File: config.mk
export PLATFORM = sky130hd
export DESIGN_NAME = tx_data_sched
export DESIGN_NICKNAME = d
export VERILOG_FILES = /design/src/rtl/spw_tx_pkg.sv /design/src/rtl/tx_tcode_latch.sv /design/src/rtl/tx_data_sched.sv
export SDC_FILE = /design/constraint.sdc
export NUM_CORES = 1
export LEC_CHECK = 0
export CORE_MARGIN = 5
export CORE_UTILIZATION = 30
export CTS_CLUSTER_SIZE = 10
export DETAILED_ROUTE_END_ITERATION = 16
export PLACE_DENSITY_LB_ADDON = 0.3
export RECOVER_POWER = 100
export SLEW_MARGIN = 25
export SYNTH_ARGS = -nofsm -noshare
export SYNTH_HDL_FRONTEND = slang
export SYNTH_HIERARCHICAL = 1
export SYNTH_SLANG_ARGS = --single-unit
export TNS_END_PERCENT = 50
File: constraint.sdc
create_clock -name pclk_tx -period 5.4 [get_ports pclk_tx]
set_input_delay 1.08 -clock pclk_tx [delete_from_list [all_inputs] [get_ports pclk_tx]]
set_output_delay 1.08 -clock pclk_tx [all_outputs]
set_load 0.01 [all_outputs]
File: src/rtl/spw_tx_pkg.sv
// +-----------------------------------------------------------------+
// | Module  : spw_tx_pkg                                            |
// | Desc    : Shared SpaceWire TX encodings, char codes and helpers |
// | Rev     : 1.0  initial release                                  |
// +-----------------------------------------------------------------+
`default_nettype none

package spw_tx_pkg;

  localparam int DATA_W = 9;

  localparam logic [6:0] tx_spw_start       = 7'h00;
  localparam logic [6:0] tx_spw_null        = 7'h01;
  localparam logic [6:0] tx_spw_fct         = 7'h02;
  localparam logic [6:0] tx_spw_null_c      = 7'h04;
  localparam logic [6:0] tx_spw_fct_c       = 7'h08;
  localparam logic [6:0] tx_spw_data_c      = 7'h10;
  localparam logic [6:0] tx_spw_data_c_0    = 7'h20;
  localparam logic [6:0] tx_spw_time_code_c = 7'h40;

  typedef enum logic [2:0] {
    LT_NULL  = 3'd0,
    LT_FCT   = 3'd1,
    LT_EOP   = 3'd2,
    LT_EEP   = 3'd3,
    LT_DATA  = 3'd4,
    LT_TIMEC = 3'd5
  } last_type_e;

  localparam logic [DATA_W-1:0] EOP_CODE = 9'h100;
  localparam logic [DATA_W-1:0] EEP_CODE = 9'h101;

  typedef enum logic {
    SLOT_EMPTY = 1'b0,
    SLOT_FULL  = 1'b1
  } slot_state_e;

  // Startup/NULL/FCT exchange states mean the link is not yet carrying traffic.
  function automatic logic link_running(input logic [6:0] st);
    return !((st == tx_spw_start) || (st == tx_spw_null) || (st == tx_spw_fct));
  endfunction

endpackage

`default_nettype wire

File: src/rtl/tx_tcode_latch.sv
// +-----------------------------------------------------------------+
// | Module  : tx_tcode_latch                                        |
// | Desc    : Time-code request latch with pending and overrun flag |
// | Rev     : 1.0  initial release                                  |
// +-----------------------------------------------------------------+
`default_nettype none

module tx_tcode_latch (
  input  logic       pclk_tx,
  input  logic       enable_tx,
  input  logic       i_link_running,
  input  logic       i_link_drop,
  input  logic       i_tc_req,
  input  logic [7:0] i_tc_value,
  input  logic       i_tc_done,
  output logic [7:0] o_tcode,
  output logic       o_tc_pending,
  output logic       o_tc_overrun
);

  logic [7:0] r_tcode;
  logic       r_pending;
  logic       r_overrun;
  logic       w_accept;

  // A request landing on the same edge as the clear replaces the finished code.
  assign w_accept = i_link_running & i_tc_req & (~r_pending | i_tc_done);

  always_ff @(posedge pclk_tx) begin
    if (!enable_tx) begin
      r_tcode   <= 8'h00;
      r_pending <= 1'b0;
      r_overrun <= 1'b0;
    end else begin
      r_overrun <= i_link_running & i_tc_req & r_pending & ~i_tc_done & ~i_link_drop;
      if (i_link_drop) begin
        r_pending <= 1'b0;
      end else if (w_accept) begin
        r_tcode   <= i_tc_value;
        r_pending <= 1'b1;
      end else if (i_tc_done) begin
        r_pending <= 1'b0;
      end
    end
  end

  assign o_tcode      = r_tcode;
  assign o_tc_pending = r_pending;
  assign o_tc_overrun = r_overrun;

endmodule

`default_nettype wire

File: src/rtl/tx_data_sched.sv
// +-----------------------------------------------------------------+
// | Module  : tx_data_sched                                         |
// | Desc    : Ping-pong FIFO-to-TX-slot scheduler with credit gating|
// | Rev     : 1.0  initial release                                  |
// +-----------------------------------------------------------------+
`default_nettype none

module tx_data_sched #(
  parameter int DATA_W   = spw_tx_pkg::DATA_W,
  parameter int CREDIT_W = 6
) (
  input  logic                pclk_tx,
  input  logic                enable_tx,
  input  logic                fifo_empty,
  input  logic [DATA_W-1:0]   fifo_rdata,
  output logic                fifo_rd_en,
  input  logic [CREDIT_W-1:0] fct_counter_p,
  input  logic [6:0]          state_tx,
  input  logic                tc_req,
  input  logic [7:0]          tc_value,
  input  logic                ready_tx_timecode,
  output logic [DATA_W-1:0]   tx_data_in,
  output logic [DATA_W-1:0]   tx_data_in_0,
  output logic                process_data,
  output logic                process_data_0,
  output logic [7:0]          tx_tcode_in,
  output logic                tcode_rdy_trnsp,
  output logic                tc_overrun,
  output logic                flush
);

  import spw_tx_pkg::*;

  logic [6:0]          r_prev_state;
  slot_state_e         r_slot_a;
  slot_state_e         r_slot_b;
  logic [DATA_W-1:0]   r_data_a;
  logic [DATA_W-1:0]   r_data_b;
  logic                r_ptr_b;
  logic                r_flush;

  logic                w_running;
  logic                w_release_a;
  logic                w_release_b;
  logic                w_sel_empty;
  logic                w_sel_busy;
  logic                w_load;
  logic                w_drop;
  logic                w_tc_pending;
  logic [CREDIT_W-1:0] w_outstanding;

  assign w_running   = link_running(state_tx);
  assign w_release_a = (r_prev_state == tx_spw_data_c)   && (state_tx != tx_spw_data_c);
  assign w_release_b = (r_prev_state == tx_spw_data_c_0) && (state_tx != tx_spw_data_c_0);

  // Every FULL slot is assumed to still owe a credit, even if partly sent.
  assign w_outstanding = CREDIT_W'(r_slot_a == SLOT_FULL) + CREDIT_W'(r_slot_b == SLOT_FULL);

  assign w_sel_empty = r_ptr_b ? (r_slot_b == SLOT_EMPTY) : (r_slot_a == SLOT_EMPTY);
  assign w_sel_busy  = (state_tx == (r_ptr_b ? tx_spw_data_c_0 : tx_spw_data_c));

  assign w_load = enable_tx & w_running & ~fifo_empty & w_sel_empty & ~w_sel_busy
                & (fct_counter_p > w_outstanding);

  assign w_drop = (state_tx == tx_spw_start)
                & ((r_slot_a == SLOT_FULL) | (r_slot_b == SLOT_FULL) | w_tc_pending);

  always_ff @(posedge pclk_tx) begin
    if (!enable_tx) begin
      r_prev_state <= tx_spw_start;
      r_slot_a     <= SLOT_EMPTY;
      r_slot_b     <= SLOT_EMPTY;
      r_data_a     <= '0;
      r_data_b     <= '0;
      r_ptr_b      <= 1'b0;
      r_flush      <= 1'b0;
    end else begin
      r_prev_state <= state_tx;
      r_flush      <= w_drop;
      if (w_drop) begin
        // Data registers are deliberately left holding their last characters.
        r_slot_a <= SLOT_EMPTY;
        r_slot_b <= SLOT_EMPTY;
        r_ptr_b  <= 1'b0;
      end else begin
        if (w_load && !r_ptr_b) begin
          r_data_a <= fifo_rdata;
          r_slot_a <= SLOT_FULL;
        end else if (w_release_a) begin
          r_slot_a <= SLOT_EMPTY;
        end
        if (w_load && r_ptr_b) begin
          r_data_b <= fifo_rdata;
          r_slot_b <= SLOT_FULL;
        end else if (w_release_b) begin
          r_slot_b <= SLOT_EMPTY;
        end
        if (w_load) begin
          r_ptr_b <= ~r_ptr_b;
        end
      end
    end
  end

  tx_tcode_latch u_tcode (
    .pclk_tx        (pclk_tx),
    .enable_tx      (enable_tx),
    .i_link_running (w_running),
    .i_link_drop    (w_drop),
    .i_tc_req       (tc_req),
    .i_tc_value     (tc_value),
    .i_tc_done      (ready_tx_timecode),
    .o_tcode        (tx_tcode_in),
    .o_tc_pending   (w_tc_pending),
    .o_tc_overrun   (tc_overrun)
  );

  assign fifo_rd_en      = w_load;
  assign tx_data_in      = r_data_a;
  assign tx_data_in_0    = r_data_b;
  assign process_data    = (r_slot_a == SLOT_FULL);
  assign process_data_0  = (r_slot_b == SLOT_FULL);
  assign tcode_rdy_trnsp = w_tc_pending;
  assign flush           = r_flush;

endmodule

`default_nettype wire

==> After elaboration in Yosys (flattened, before gate mapping) <==
Cells that the tools add are included.
{ "totals": {"ff_bits": 39, "elab_cells": 66, "output_inout_bits": 32, "in_bits": 35} }
{ "op_classes": {"reduce_logical": 16, "n_eq_ne": 7, "n_mux": 8, "add_sub_neg": 1, "order_cmp": 1, "bitwise_logic": 23} }
{ "ops": {"columns": ["cell", "count"], "rows": [
  ["AND 1 bit", 11],
  ["inverter 1 bit", 9],
  ["equality test 7 x 1 -> 1 bit, second input constant", 1],
  ["equality test 7 x 2 -> 1 bit, second input constant", 1],
  ["equality test 7 x 5 -> 1 bit, second input constant", 1],
  ["equality test 7 x 6 -> 1 bit", 1],
  ["equality test 7 x 6 -> 1 bit, second input constant", 1],
  ["logical NOT 7 bit", 1],
  ["two-way mux 1 bit", 7],
  ["!= test 7 x 5 -> 1 bit, second input constant", 1],
  ["!= test 7 x 6 -> 1 bit, second input constant", 1],
  ["> comparator 6 x 2 -> 1 bit", 1],
  ["two-way mux 6 bit", 1],
  ["AND reduction 2 bit", 3],
  ["nonzero test 2 bit", 3],
  ["logical AND 1 bit", 4],
  ["OR 1 bit", 3],
  ["adder 1 x 1 -> 2 bit", 1],
  ["logical NOT 1 bit", 2],
  ["logical OR 1 bit", 2],
  ["OR reduction 2 bit", 1]
]} }

==> Depth between registers and ports, before layout <==
Gate-level depths: netlist of run 1.
{ "logic_depth": {"word_depth": 11, "mapped_depth": 9, "depth_no_buf": 8} }

==> Hierarchy <==
Netlist of run 1, hierarchy kept.
{ "modules_own_cells": {"columns": ["mod", "seq_area_each_um2", "cells_per_inst", "area_each_um2", "n_inst"], "rows": [
  ["tx_data_sched", 580.6, 130, 1231.2, 1],
  ["tx_tcode_latch", 200.2, 43, 407.9, 1]
]} }

==> Least setup slack after synthesis of run 1 <==
Ideal clock, no wire load.
{ "synth_path": {"path_type": "input port to output port", "startpoint": "input port fct_counter_p[1]", "endpoint": "output port fifo_rd_en", "cell_stages": 5, "path_slack_ps": 2282, "path_buffers": 0, "arrival_time_ps": 2038, "required_time_ps": 4320, "cell_sequence": "ha_1 nor2b_1 o21ai_0 a21oi_4 o21a_1"} }
{ "synth_between": {"elab_chain_cells": 2} }
{ "synth_rtl": {"columns": ["element", "line", "text"], "rows": [
  ["from (decl)", "tx_data_sched.sv:17", "input logic [CREDIT_W-1:0] fct_counter_p,"],
  ["> comparator 6 x 2 -> 1 bit", "tx_data_sched.sv:63", "& (fct_counter_p > w_outstanding);"],
  ["AND 1 bit", "tx_data_sched.sv:63", null],
  ["to (decl)", "tx_data_sched.sv:16", "output logic fifo_rd_en,"]
]} }
Every way passes these cells.

==> Final worst setup path of run 1 <==
{ "layout_path": {"startpoint": "input port state_tx[1]", "endpoint": "output port fifo_rd_en"} }
{ "layout_between": {"elab_chain_cells": 9, "elab_cells_between_ends": 13, "cone_classes": "eq/ne (3); bitwise (6); reduce/logical (4)"} }
{ "layout_rtl": {"columns": ["element", "line", "text"], "rows": [
  ["from (decl)", "tx_data_sched.sv:18", "input logic [6:0] state_tx,"],
  ["equality test 7 x 1 -> 1 bit / logical NOT 7 bit (equally long branches)", "spw_tx_pkg.sv:40", "return !((st == tx_spw_start) || (st == tx_spw_null) || (st == tx_spw_fct));"],
  ["logical OR 1 bit (2 in series)", "spw_tx_pkg.sv:40", null],
  ["logical NOT 1 bit", "spw_tx_pkg.sv:40", null],
  ["AND 1 bit (3 in series)", "tx_data_sched.sv:62", "assign w_load = enable_tx & w_running & ~fifo_empty & w_sel_empty & ~w_sel_busy"],
  ["AND 1 bit *", "tx_data_sched.sv:62", null],
  ["AND 1 bit *", "tx_data_sched.sv:63", null]
]} }
Mark *: on every way between the ends. The rest lies on a longest branch, timed or not.

==> results of run 1 <==
## power groups by stage
stage | sequential (W) | combinational, W | clock (W)
after floorplan | 0.000320 | 0.0000435 | 0
after CTS | 0.000309 | 0.000104 | 0.000203
after global placement | 0.000316 | 0.000102 | 0
after global routing | 0.000311 | 0.000106 | 0.000213
after detailed placement | 0.000316 | 0.000103 | 0
final | 0.000309 | 0.0000964 | 0.000193
## synth_stat cells, types with 2 or more instances
library cell / n
nand2b_1: 3
buf_6: 2
a21oi_1: 5
inv_1: 4
ha_1: 4
dfxtp_1: 39
clkbuf_1: 2
mux2i_1: 26
nor3_1: 2
and2_1: 7
nor2b_1: 2
nand2_1: 48
nor2_1: 4
and3_1: 2
buf_2: 2
nor4_1: 2
## cells by family (layout without fill, tap and decap cells)
| kind of cell | after synthesis | count (layout) | share of synthesized area |
|---|---|---|---|
| AOI/OAI and AO/OA | 10 | 10 | 0.0435 |
| adders and majority gates | 4 | 4 | 0.0305 |
| buffers and inverters | 13 | 79 | 0.0427 |
| DFF | 39 | 39 | 0.476 |
| muxes | 26 | 26 | 0.159 |
| and+or+nand+nor | 81 | 81 | 0.248 |
## routing by layer
| layer | track usage | vias to the layer above | part of all wire |
|---|---|---|---|
| met5 | 0 | - | 0 |
| met2 | 0.190 | 36 | 0.48 |
| met1 | 0.128 | 615 | 0.43 |
| li1 | - | 703 | - |
| met3 | 0.0513 | 5 | 0.075 |
| met4 | 0.0439 | 0 | 0.018 |
## worst min-delay path: stages (launching register included)
cell and delay (ns):
dfxtp_1 0.31, nand2_1 0.05, mux2i_1 0.05
## cell usage in the layout (no fill, tap or decap), drive strengths merged, types with 2 or more instances in the layout
cell type       n
dlygate4sd3    32
nor3b           2
nor4            3
mux2i          26
and3            2
nor2            4
ha              4
and2            7
nor3            3
dfxtp          39
nand2b          4
nor2b           2
inv             5
nand2          50
a21oi           6
clkbuf          8
clkdlybuf4s50  33
## layout make-up
class	instances	area share
clock buffers	6	0.0342
inverters	5	0.00778
flip-flops and latches	39	0.324
repair buffers	67	0.273
clock inverters	1	0.00207
multi-input cells	121	0.322
well taps	72	0.0373
## registers in the layout, indices dropped and copies added (netlist names)
name	flops
u_tcode/o_tcode	8
tx_data_in	9
r_ptr_b	1
r_prev_state	7
u_tcode/o_tc_pending	1
tx_data_in_0	9
process_data	1
u_tcode/o_tc_overrun	1
process_data_0	1
flush	1
## worst min path at each step
stage                        from                  to  slack, ns  cells after the start
6_report       u_tcode/o_tcode[6]  u_tcode/o_tcode[6]       0.46                      2
5_1_grt        u_tcode/o_tcode[0]  u_tcode/o_tcode[0]       0.47                      2
4_1_cts        u_tcode/o_tcode[5]  u_tcode/o_tcode[5]       0.46                      2
3_3_place_gp   u_tcode/o_tcode[1]  u_tcode/o_tcode[1]       0.44                      2
2_1_floorplan  u_tcode/o_tcode[0]  u_tcode/o_tcode[0]       0.48                      2
3_5_place_dp   u_tcode/o_tcode[0]  u_tcode/o_tcode[0]       0.45                      2
## through the flow
stage | worst slack, ns | power [W] | instance area, sq um | hold WS, ns
CTS | 1.31 | 0.000616 | 2430 | 0.462
finish | 1.18 | 0.000599 | 2410 | 0.456
floorplan | 2.28 | 0.000364 | 1640 | 0.479
global placement | 1.33 | 0.000418 | 2340 | 0.444
detailed placement | 1.32 | 0.000419 | 2340 | 0.448
global route | 1.03 | 0.000630 | 2410 | 0.469
==> key figures, run 1 <==
Pwr
  • Net Sw Frac: 0.238
  • Flop pwr share: 0.516
  • Pwr Density: between 200 and 250 nW/um^2
  • Gate power share: 0.161
  • Sw Pwr: ~0.00014 W
  • Pleak: 1.12 nW
  • Clock power frac: 0.323
  • Peak supply drop: 0.108 mV
  • Pint: approximately 0.00046 W

Drt
  • Total vias in the final route: roughly 1400
  • Final wirelength: ~3.9 mm
  • Antenna-violating nets left: 0
  • Drt drc: 0
  • 1st-iter DRT viols: 21
  • DR WL/cell: about 12 microns
  • Drt first pass iters: 4
  • Via density: between 4 and 5

Critical path
  • Worst Path Buf+Inv: 2
  • Slowest CP cell: dlygate4sd3_1
  • Crit path kind: primary input to primary output
  • Critical path's most frequent cell: a21oi_1
  • Critical Path AT: 3.14 ns
  • Number of cells on the critical path: 6
  • CP max FO: 4
  • R2R Path End: r_ptr_b
  • Critical Path Source: state_tx[1]
  • Worst EP required: 4.32 ns
  • Worst-path cell chain: dlygate4sd3_1 > a21oi_1 > a211o_1 > a21oi_1 > o21a_1 > clkdlybuf4s50_1
  • Cell family with most CP delay: buffers and inverters
  • Critical Path Source Type: primary input
  • Worst R2R Setup Slack: around 3.1 ns
  • Critical path endpoint category: primary output
  • Reg-to-reg startpoint: process_data
  • Crit-path max cell delay: between 0.5 and 0.6 ns
  • R2R cell count: 8
  • Timing endpoint of the critical path: fifo_rd_en

Global routing
  • Gr usage total: 0.115
  • Vias in the first global route: around 1400
  • Antenna violations before repair: 0
  • First-pass GRT wire length: roughly 6.5 mm
  • Largest net degree at the start of global routing: 53
  • Grt ovf: 0

Synthesis
  • Post-synth cell types: 35
  • Seq cells post-synth: 39
  • Synth top area share: 0.476
  • Top_reg_cell synth: dfxtp_1
  • Synth Instances: ~170
  • Mean Syn Cell Area: 9.47 sq um
  • Mapped Nets: ~210
  • Synth Warn #: 6
  • Post-synth EDFFs: 0
  • Sequential area share after synthesis: 0.476
  • Synth top area cells: dfxtp_1 (48%), mux2i_1 (16%), nand2_1 (11%)
  • Synth area leader: dfxtp_1
  • Asr flop ratio synth: 0
  • Synth Cell Area: around 1600 sq um

Die
  • Ports: 67
  • Die area: about 7000 sq um
  • Row cnt: 27
  • Die Y: roughly 84 microns
  • Core area: 5410 sq um
  • Die W: between 80 and 90 microns
  • Initial core utilization: 0.303

Clocking
  • Total CTS buffers: 5
  • Sink Count: 39
  • Number of hold buffers added after CTS: 0
  • Clock slew at reported path FFs: 0.07 ns
  • Htree depth: 2
  • CTS tree: done
  • Worst skew pair latency: about 0.28 ns
  • Setup Buffers After CTS: 0
  • CTS max path bufs: 2
  • Resized Gates After CTS: 0
  • Root Driver: clkbuf_8

STA
  • RSZ-0062 raised after global routing: false
  • Slew headroom: -0.310
  • Final period util: 0.781
  • Final Hold Viols: 0
  • Worst-Margin Slew: around 2.0 ns
  • Fmax: around 0.24 GHz
  • Final Critical Period: 4.22 ns
  • Clock Skew: 0.00892 ns
  • Final setup vio count: 0
  • TNS Setup: 0 ns
  • Fin. max-slew vios: 53

Cells and area
  • Fill count: between 500 and 600
  • Synth-to-layout area growth: 47.2%
  • Area of the multi-input gates: around 780 sq um
  • Fin util: 0.446
  • Post-layout net count: roughly 280
  • Fin cells: a little over 300
  • Antenna Cells: 0
  • Register area: between 700 and 800 sq um
  • Share of cells above drive strength 1: 0.0586

Placement
  • DP HPWL: 2.88 mm
  • I/O Buffers: between 60 and 70
  • Placed Instances: around 300
  • Gpl congestion: ~0.78

Hold path
  • Worst hold path type: flip-flop to flip-flop

Run
  • MaxCap Viol Count: 1

Outcome
  • Outcome: finished with violations
  • Violated checks: max-capacitance violations, max-slew violations
(Power assumes the default switching activity.)
==> run 2: changes to the inputs <==
Clock period 5.4 ns to 3.8 ns, I/O delays scaled along.
==> key figures, run 2 (synthesis gave the netlist of run 1 again) <==
STA
  • TNS Setup: 0 ns (unchanged)
  • Final setup vio count: 0 (unchanged)
  • Fin. max-slew vios: 53 (unchanged)
  • Hold_ws: 0.456 ns (+0.000211 ns)
  • Slew headroom: -0.341 (-0.0313)
  • Final WS setup: 0.343 ns (-0.838 ns)
  • Final Hold Viols: 0 (unchanged)
  • Clock Skew: 0.00914 ns (+0.000220 ns)
  • Fmax: 0.289 GHz
  • Final Critical Period: 3.46 ns
  • Final period util: 0.910
  • RSZ-0062 raised after global routing: false
  • Worst-Margin Slew: 2.01 ns (+0.0469 ns)

Placement
  • Gpl congestion: 0.777 (+0.15%)
  • I/O Buffers: 66 (unchanged)
  • DP HPWL: 2.86 mm (-0.87%)
  • Placed Instances: 304 (unchanged)
  • Placement Setup Slack: 0.344 ns (-0.976 ns)

Pwr
  • Pwr Density: 396 nW/um^2 (+59%)
  • Pleak: 1.14 nW (+1.8%)
  • Peak supply drop: 0.205 mV (+90%)

Cells and area
  • Fill count: 543 (-3.0%)
  • Synth-to-layout area growth: 50.6%
  • Most frequent cells in the layout: nand2_1 (48), dfxtp_1 (39), clkdlybuf4s50_1 (33)
  • Post-layout net count: 278 (unchanged)
  • Commonest non-fill, non-tap cell in the layout: nand2_1
  • Share of cells above drive strength 1: 0.0625 (+0.00392)
  • Antenna Cells: 0 (unchanged)
  • Fin cells: 312 (+0.32%)

Critical path
  • Worst EP required: 3.04 ns (-1.28 ns)
  • Critical path endpoint category: primary output
  • R2R cell count: 8 (unchanged)
  • Critical Path AT: 2.70 ns (-0.44 ns)
  • Critical Path Source Type: primary input
  • Crit path kind: primary input to primary output
  • CP max FO: 4 (unchanged)

Outcome
  • Outcome: finished with violations
  • Violated checks: max-capacitance violations, max-slew violations

Global routing
  • Met1 Use GR: 0.129 (+0.000309)
  • Gr usage total: 0.111 (-0.00360)
  • GR peak layer: met2
  • GRT met2 Usage: 0.184 (-0.00578)
  • First-pass GRT wire length: 6.30 mm (-2.7%)
  • Largest net degree at the start of global routing: 53 (unchanged)
  • Antenna violations before repair: 0 (unchanged)
  • Grt ovf: 0 (unchanged)
  • Met3 Use GR: 0.0444 (-0.00691)
  • Vias in the first global route: 1366 (-2.1%)

Clocking
  • CTS max path bufs: 2 (unchanged)
  • Htree depth: 2 (unchanged)
  • Number of hold buffers added after CTS: 0 (unchanged)
  • CTS tree: done
  • Worst skew pair latency: 0.28 ns (about the same)
  • Root Driver: clkbuf_8
  • Total CTS buffers: 5 (unchanged)
  • Setup Buffers After CTS: 0 (unchanged)
  • Sink Count: 39 (unchanged)
  • Clock slew at reported path FFs: 0.07 ns (about the same)
  • Resized Gates After CTS: 0 (unchanged)

Drt
  • Total vias in the final route: 1354 (-0.37%)
  • 1st-iter DRT viols: 32 (+52%)
  • Via density: 4.34 (-0.69%)
  • Final wirelength: 3.80 mm (-1.6%)
  • DR WL/cell: 12.2 microns (-1.9%)
  • Drt drc: 0 (unchanged)
  • Drt first pass iters: 2 (-2)
  • Antenna-violating nets left: 0 (unchanged)

Die
  • Die Y: 83.9 microns (unchanged)
  • Row cnt: 27 (unchanged)
  • Die area: 7040 sq um (unchanged)
  • Ports: 67 (unchanged)
  • Initial core utilization: 0.303 (unchanged)
  • Core area: 5410 sq um (unchanged)
  • Die W: 83.9 microns (unchanged)

Run
  • MaxCap Viol Count: 1 (unchanged)

Hold path
  • Worst hold path type: flip-flop to flip-flop
  • Hold path depth: 2 (unchanged)
[run 2: cell count changes in the layout (fill, tap and decap cells not counted)]
cell       change
clkbuf_1       +1
clkbuf_8       -1
a21oi_4        +1
and2_1         +1
clkinv_2       -1
and2_0         -1
bufinv_16      +2
a21oi_1        -1
[run 2: per-layer routing]
| metal | share of wire | vias to the layer above |
|---|---|---|
| met5 | 0 | - |
| met4 | 0.013 | 0 |
| met3 | 0.063 | 4 |
| met2 | 0.48 | 36 |
| met1 | 0.45 | 608 |
| li1 | - | 706 |
[run 2: final timing paths]
check	startpoint	endpoint	slack, ns
worst max-delay path	fct_counter_p[0]	fifo_rd_en	0.34
worst min-delay path	u_tcode/o_tcode[4]	u_tcode/o_tcode[4]	0.46
worst max register to register	process_data	r_ptr_b	1.64
worst min register to register	u_tcode/o_tcode[4]	u_tcode/o_tcode[4]	0.46
[run 2: critical path, stage by stage]
cell and delay, ns:
clkdlybuf4s50_1 0.45, inv_1 0.04, ha_1 0.28, nand2_1 0.06, o21ai_0 0.14, a21oi_4 0.25
o21a_1 0.16, clkdlybuf4s50_1 0.55
[run 2: area by class of cell]
class | count | area, sq um | share of cell area
multi-input combinational | 121 | 788 | 0.319
sequential | 39 | 781 | 0.316
timing repair buffer | 67 | 658 | 0.267
tap | 72 | 90.1 | 0.0365
clock buffer | 6 | 72.6 | 0.0294
clock inverter | 2 | 60.1 | 0.0243
inverter | 5 | 18.8 | 0.00760
[run 2: report_power, final]
group | internal, W | switching (W) | leakage [nW] | total, W
Combinational | 0.0000778 | 0.0000605 | 0.753 | 0.000138
Clock | 0.000262 | 0.000137 | 0.0654 | 0.000400
Sequential | 0.000428 | 0.0000105 | 0.319 | 0.000439
Total | 0.000769 | 0.000208 | 1.14 | 0.000977
[run 2: metrics by stage]
stage	total power, W	utilization	area (sq um)
CTS	0.00100	0.458	2470
global route	0.00102	0.457	2470
finish	0.000977	0.457	2470
global placement	0.000594	0.433	2340
detailed placement	0.000595	0.433	2340
floorplan	0.000517	-	1640
==> run 3: changes to the inputs <==
Settings changed: ABC_AREA set to 1, CAP_MARGIN set to 20, CORE_MARGIN 5 to 3.
==> key figures, run 3 <==
Outcome
  • Outcome: finished with violations
  • Violated checks: max-capacitance violations, max-slew violations

Synthesis
  • Synth Area in Compound Gates: 0.0522 (+0.00874)
  • Mapped Nets: 308 (+45%)
  • Mean Syn Cell Area: 7.03 sq um (-26%)
  • Largest family of logic cells by synthesized area: simple AND/OR/NAND/NOR gates
  • Sequential area share after synthesis: 0.413 (-0.0636)
  • Multiplexer area fraction after synthesis: 0 (-0.159)
  • Synth top area cells: dfxtp_1 (41%), nand2_1 (14%), inv_1 (8.7%)
  • Post-synth EDFFs: 0 (unchanged)
  • Synth top area share: 0.413 (-0.0636)
  • Synth area leader: dfxtp_1
  • Synth Area in Simple Gates: 0.362 (+0.114)
  • Synth Cell Area: 1890 sq um (+15%)
  • Synth Instances: 269 (+55%)
  • Synth Warn #: 6 (unchanged)
  • Asr flop ratio synth: 0 (unchanged)
  • Synth Area in XOR/XNOR: 0 (unchanged)
  • Post-synth cell types: 27 (-23%)
  • Seq cells post-synth: 39 (unchanged)
  • Top_reg_cell synth: dfxtp_1
  • Most common cell in the netlist: nand2_1
  • Post-Synth Adder-Cell Area: 0.0265 (-0.00408)
  • Top post-synthesis cells by count: nand2_1 (69), inv_1 (44), nor2_1 (43)

Hold path
  • Worst hold path type: flip-flop to flip-flop
  • Hold path depth: 2 (unchanged)
  • Min-Delay Endpoint: u_tcode/o_tcode[4]
  • Hold_sp: u_tcode/o_tcode[4]

Drt
  • Drt drc: 0 (unchanged)
  • Drt first pass iters: 6 (+4)
  • Antenna-violating nets left: 0 (unchanged)
  • 1st-iter DRT viols: 50 (+56%)
  • Via density: 4.16 (-4.2%)
  • Total vias in the final route: 1700 (+26%)
  • DR WL/cell: 10.2 microns (-17%)
  • Final wirelength: 4.15 mm (+9.2%)

Placement
  • Gpl congestion: 0.712 (-8.4%)
  • DP HPWL: 3.05 mm (+6.9%)
  • I/O Buffers: 66 (unchanged)
  • Placement Setup Slack: 0.487 ns (+0.143 ns)

STA
  • Fmax: 0.297 GHz (+2.5%)
  • Final setup vio count: 0 (unchanged)
  • Worst-Margin Slew: 1.58 ns (-0.434 ns)
  • Final Hold Viols: 0 (unchanged)
  • Clock Skew: 0.00801 ns (-0.00112 ns)
  • Fin. max-slew vios: 36 (-32%)
  • Slew headroom: -0.0516 (+0.289)
  • Final WS setup: 0.428 ns (+0.0848 ns)
  • Hold_ws: 0.479 ns (+0.0229 ns)
  • RSZ-0062 raised after global routing: false
  • Final period util: 0.887 (-0.0223)
  • Final Critical Period: 3.37 ns (-0.0848 ns)
  • TNS Setup: 0 ns (unchanged)

Clocking
  • Root Driver: clkbuf_8
  • Clock slew at reported path FFs: 0.08 ns (about the same)
  • CTS tree: done
  • Htree depth: 2 (unchanged)
  • Resized Gates After CTS: 0 (unchanged)
  • Total CTS buffers: 5 (unchanged)
  • Setup Buffers After CTS: 0 (unchanged)
  • Sink Count: 39 (unchanged)
  • CTS max path bufs: 2 (unchanged)
  • Worst skew pair latency: 0.29 ns (about the same)
  • Number of hold buffers added after CTS: 0 (unchanged)

Critical path
  • R2R cell count: 10 (+2)
  • Reg-to-reg startpoint: process_data
  • Critical Path Source Type: primary input
  • Critical Path AT: 2.61 ns (-0.09 ns)
  • Worst R2R Setup Slack: 1.58 ns (-0.06 ns)
  • R2R Path End: tx_data_in[4]
  • CP max FO: 3 (-1)
  • Crit path kind: primary input to primary output
  • Critical path endpoint category: primary output
  • Worst EP required: 3.04 ns (about the same)

Cells and area
  • Share of cells above drive strength 1: 0.111 (+0.0483)
  • Most frequent cells in the layout: nand2_1 (69), inv_1 (44), nor2_1 (44)
  • Post-layout net count: 372 (+34%)
  • Synth-to-layout area growth: 41.6%
  • Register area: 781 sq um (unchanged)
  • Antenna Cells: 0 (unchanged)
  • Fill count: 631 (+16%)
  • Area of the multi-input gates: 832 sq um (+5.6%)
  • Commonest non-fill, non-tap cell in the layout: nand2_1

Global routing
  • Largest net degree at the start of global routing: 36 (-32%)
  • Grt ovf: 0 (unchanged)
  • First-pass GRT wire length: 6.95 mm (+10%)
  • Vias in the first global route: 1602 (+17%)
  • Gr usage total: 0.119 (+0.00767)
  • Antenna violations before repair: 0 (unchanged)

Die
  • Row cnt: 28 (+3.7%)
  • Die Y: 85.4 microns (+1.8%)
  • Die W: 85.4 microns (+1.8%)
  • Ports: 67 (unchanged)
  • Core area: 6030 sq um (+11%)
  • Die area: 7290 sq um (+3.6%)
  • Initial core utilization: 0.314 (+0.0107)

Run
  • MaxCap Viol Count: 1 (unchanged)

Pwr
  • Pwr Density: 364 nW/um^2 (-8.0%)
  • Pleak: 1.37 nW (+21%)
  • Peak supply drop: 0.159 mV (-22%)
  • Power, Total: 0.000976 W (-0.12%)
==> run 3: cell count changes after synthesis, moves of 3 or more <==
cell / change
nor2_4: +3
inv_1: +40
nand2b_1: -3
nand3_1: +9
inv_2: +3
nand2_2: +3
nand2_1: +21
and2_1: -7
nor2_2: +11
nor2_1: +39
mux2i_1: -26
a21oi_1: +6
o21ai_0: +3
==> run 3: power by group <==
part	switching (W)	total [W]	leakage, nW	internal, W
clock	0.000143	0.000355	0.0612	0.000212
sequential	0.0000144	0.000448	0.321	0.000433
combinational	0.0000850	0.000173	0.992	0.0000879
==> run 3: cells by family (layout without fill, tap and decap cells) <==
family                     Yosys count  after routing
adders and majority gates            4              4
DFF                                 39             39
AOI/OAI and AO/OA                   18             18
buffers and inverters               60            125
and+or+nand+nor                    148            148
==> run 3: per-layer routing <==
| layer | vias to the layer above | wire length [microns] | global-route usage | part of all wire |
|---|---|---|---|---|
| met4 | 0 | 74 | 0.0475 | 0.018 |
| li1 | 925 | - | - | - |
| met3 | 8 | 325 | 0.0340 | 0.078 |
| met2 | 58 | 1740 | 0.191 | 0.42 |
| met5 | - | 0 | 0 | 0 |
| met1 | 709 | 2010 | 0.149 | 0.48 |
==> run 3: area by class of cell <==
type | count | share of cell area
repair buffers | 67 | 0.248
clock inverters | 2 | 0.0131
inverters | 50 | 0.0710
well taps | 75 | 0.0350
multi-input cells | 170 | 0.311
flip-flops and latches | 39 | 0.291
clock buffers | 6 | 0.0308
==> run 3: how the worst max path moves through the flow <==
stage / from / end / slack [ns] / depth (start not counted)
final: fct_counter_p[1] / fifo_rd_en / 0.43 / 9
after global routing: fct_counter_p[1] / fifo_rd_en / 0.29 / 9
after CTS: fct_counter_p[1] / fifo_rd_en / 0.48 / 9
after detailed placement: fct_counter_p[1] / fifo_rd_en / 0.49 / 9
after global placement: fct_counter_p[1] / fifo_rd_en / 0.57 / 9
after floorplan: fct_counter_p[1] / fifo_rd_en / 1.51 / 7
==> run 3: worst max-delay path, stage by stage <==
cell and delay, ns:
clkdlybuf4s50_1 0.41, ha_1 0.30, inv_1 0.04, o21bai_1 0.13, nand2_1 0.08, nand3_2 0.12, nand3_1 0.11, inv_1 0.06
dlygate4sd3_1 0.60
==> run 3: stage by stage <==
step | instance area [sq um] | utilization | std cells
after detailed placement | 2570 | 0.426 | 401
after floorplan | 1890 | - | 269
final | 2680 | 0.445 | 409
after CTS | 2690 | 0.446 | 409
after global placement | 2570 | 0.426 | 401
after global routing | 2680 | 0.445 | 409
==> RTL change: new RTL, flow settings as in run 2 <==
The package constant `DATA_W` goes from 9 to 18.
--- a/src/rtl/spw_tx_pkg.sv
+++ b/src/rtl/spw_tx_pkg.sv
@@ -8,5 +8,5 @@
 package spw_tx_pkg;
 
-  localparam int DATA_W = 9;
+  localparam int DATA_W = 18;
 
   localparam logic [6:0] tx_spw_start       = 7'h00;
Interface: changed (resized fifo_rdata, tx_data_in and tx_data_in_0); port bits go from 67 to 94. No check against the original RTL was run, so the function may have changed too.
==> RTL change against run 2 <==
  * The flow still finishes with violations (max-capacitance violations, max-slew violations)
  * Sequential power is 45% higher
  * Worst setup slack got worse by 0.092 ns
  * Power grew 55%
  * Sequential share of layout area grew 0.94 points
  * Utilization increased by 0.38 points
  * Cell area is 42% higher
  * Non-clock buffer count increased by 28
  * Wire length increased by 47%
  * Count of clock-buffer cells in the layout is 5 higher
  * Sequential cell count rose by 18
  * Synthesized area grew 41%
  * Register-to-register slack worse by 0.73 ns
  * Critical path type unchanged
  * Highest routed layer unchanged
==> RTL change: results (changes against run 2) <==
stage,metric,value,unit,change
run_status,status,"complete, but fails checks",,unchanged
run_status,failing checks,"max-capacitance violations, max-slew violations",,unchanged
power_and_ir_drop,Leakage Power,1.69,nW,was 1.14 nW
power_and_ir_drop,Sw Pwr,0.000331,W,was 0.000208 W
synth,syn_nets,289,,was 212
worst_setup_path,worst reg-to-reg path cell count,9,,was 8
grt,met2 Usage GRT,18.8,%,was 18.4%
sta,Final Skew,0.00888,ns,was 0.00914 ns
worst_setup_path,CP max FO,5,,was 4
worst_setup_path,slowest CP cell,dlygate4sd3_1,,was clkdlybuf4s50_1
place,Post-Place Setup Slack,0.317,ns,was 0.344 ns
worst_setup_path,Arrival @ worst endpoint,2.79,ns,was 2.70 ns
synth,part of the Yosys area used for sequential elements,49.4,%,was 47.6%
run,max_cap viols,2,,was 1
sta,Slew @ Worst Pin,1.51,ns,was 2.01 ns
cts,"Clk Latency, worst-skew pair",0.33,ns,was 0.28 ns
grt,total track usage,12.3,%,was 11.1%
sta,Min Hold Slack,0.452,ns,was 0.456 ns
route,Routed WL per cell,12.7,µm,was 12.2 µm
grt,Global Route met1 Usage,13.8,%,was 12.9%
hold_path,hold path start,tx_data_in_0[13],,was u_tcode/o_tcode[4]
finish,fraction of area in registers,32.6,%,was 31.6%
cts,CTS H-tree depth,3,,was 2
route,Metal-1 WL,2.36,mm,was 1.70 mm
hold_path,hold endpoint,tx_data_in_0[13],,was u_tcode/o_tcode[4]
finish,clock buffer count,11,,was 6
worst_setup_path,R2R Setup Slk,0.91,ns,was 1.64 ns
power_and_ir_drop,worst vdd rail ir drop,0.000176,V,was 0.000205 V
finish,non-clk buf share,26.6,%,was 26.7%
worst_setup_path,RR Endpoint,tx_data_in_0[14],,was r_ptr_b
power_and_ir_drop,Seq. pwr,0.000638,W,was 0.000439 W
cts,CTS buffer count,9,,was 5
finish,multi-input combinational area share,29.6,%,was 31.9%
grt,global-route wire length before repair,9.49,mm,was 6.30 mm
finish,#MultiIn Comb,166,,was 121
finish,Final Core Density,46.1,%,was 45.7%
route,metal3 WL,612,µm,was 238 µm
worst_setup_path,Crit path largest cell delay,0.62,ns,was 0.55 ns
route,met2 routed WL,2.53,mm,was 1.82 mm
finish,Non-clock buffers,95,,was 67
finish,proportion of layout cells with a drive suffix above 1,5.31,%,was 6.25%
route,1st-iter DRT viols,26,,was 32
sta,Max Slew Vio Count,30,,was 53
grt,pin count of the biggest net entering global routing,80,,was 53
place,GP Congestion,0.823,,was 0.777
cts,CTS sink cnt,57,,was 39
synth,"top cells by area, synth","dfxtp_1 (49%), mux2i_1 (19%), nand2_1 (12%), ha_1 (2.2%), and2_1 (1.9%)",,"was dfxtp_1 (48%), mux2i_1 (16%), nand2_1 (11%), ha_1 (3.1%), and2_1 (2.7%)"
place,number of port buffers,93,,was 66
power_and_ir_drop,Clock power frac,45.7,%,was 40.9%
place,cell count after placement,425,,was 304
RTL change: worst max-delay path by stage:
stage | cells past startpoint | slack (ns) | from | end
2_1_floorplan | 5 | 1.33 | fct_counter_p[1] | fifo_rd_en
3_3_place_gp | 8 | 0.34 | fct_counter_p[0] | fifo_rd_en
3_5_place_dp | 8 | 0.32 | fct_counter_p[0] | fifo_rd_en
4_1_cts | 8 | 0.31 | fct_counter_p[0] | fifo_rd_en
5_1_grt | 6 | 0.1 | state_tx[5] | fifo_rd_en
6_report | 6 | 0.25 | state_tx[5] | fifo_rd_en
RTL change: cells by family (layout without fill, tap and decap cells):
kind of cell / after synthesis / after routing / share of synthesized area (%)
buffers and inverters: 18 / 116 / 4.17
AO/OA/AOI/OAI: 10 / 10 / 3.09
flip-flops: 57 / 57 / 49.4
adder cells (fa/ha/maj): 4 / 4 / 2.17
AND/OR/NAND/NOR: 108 / 108 / 22.1
multiplexers: 44 / 44 / 19.1
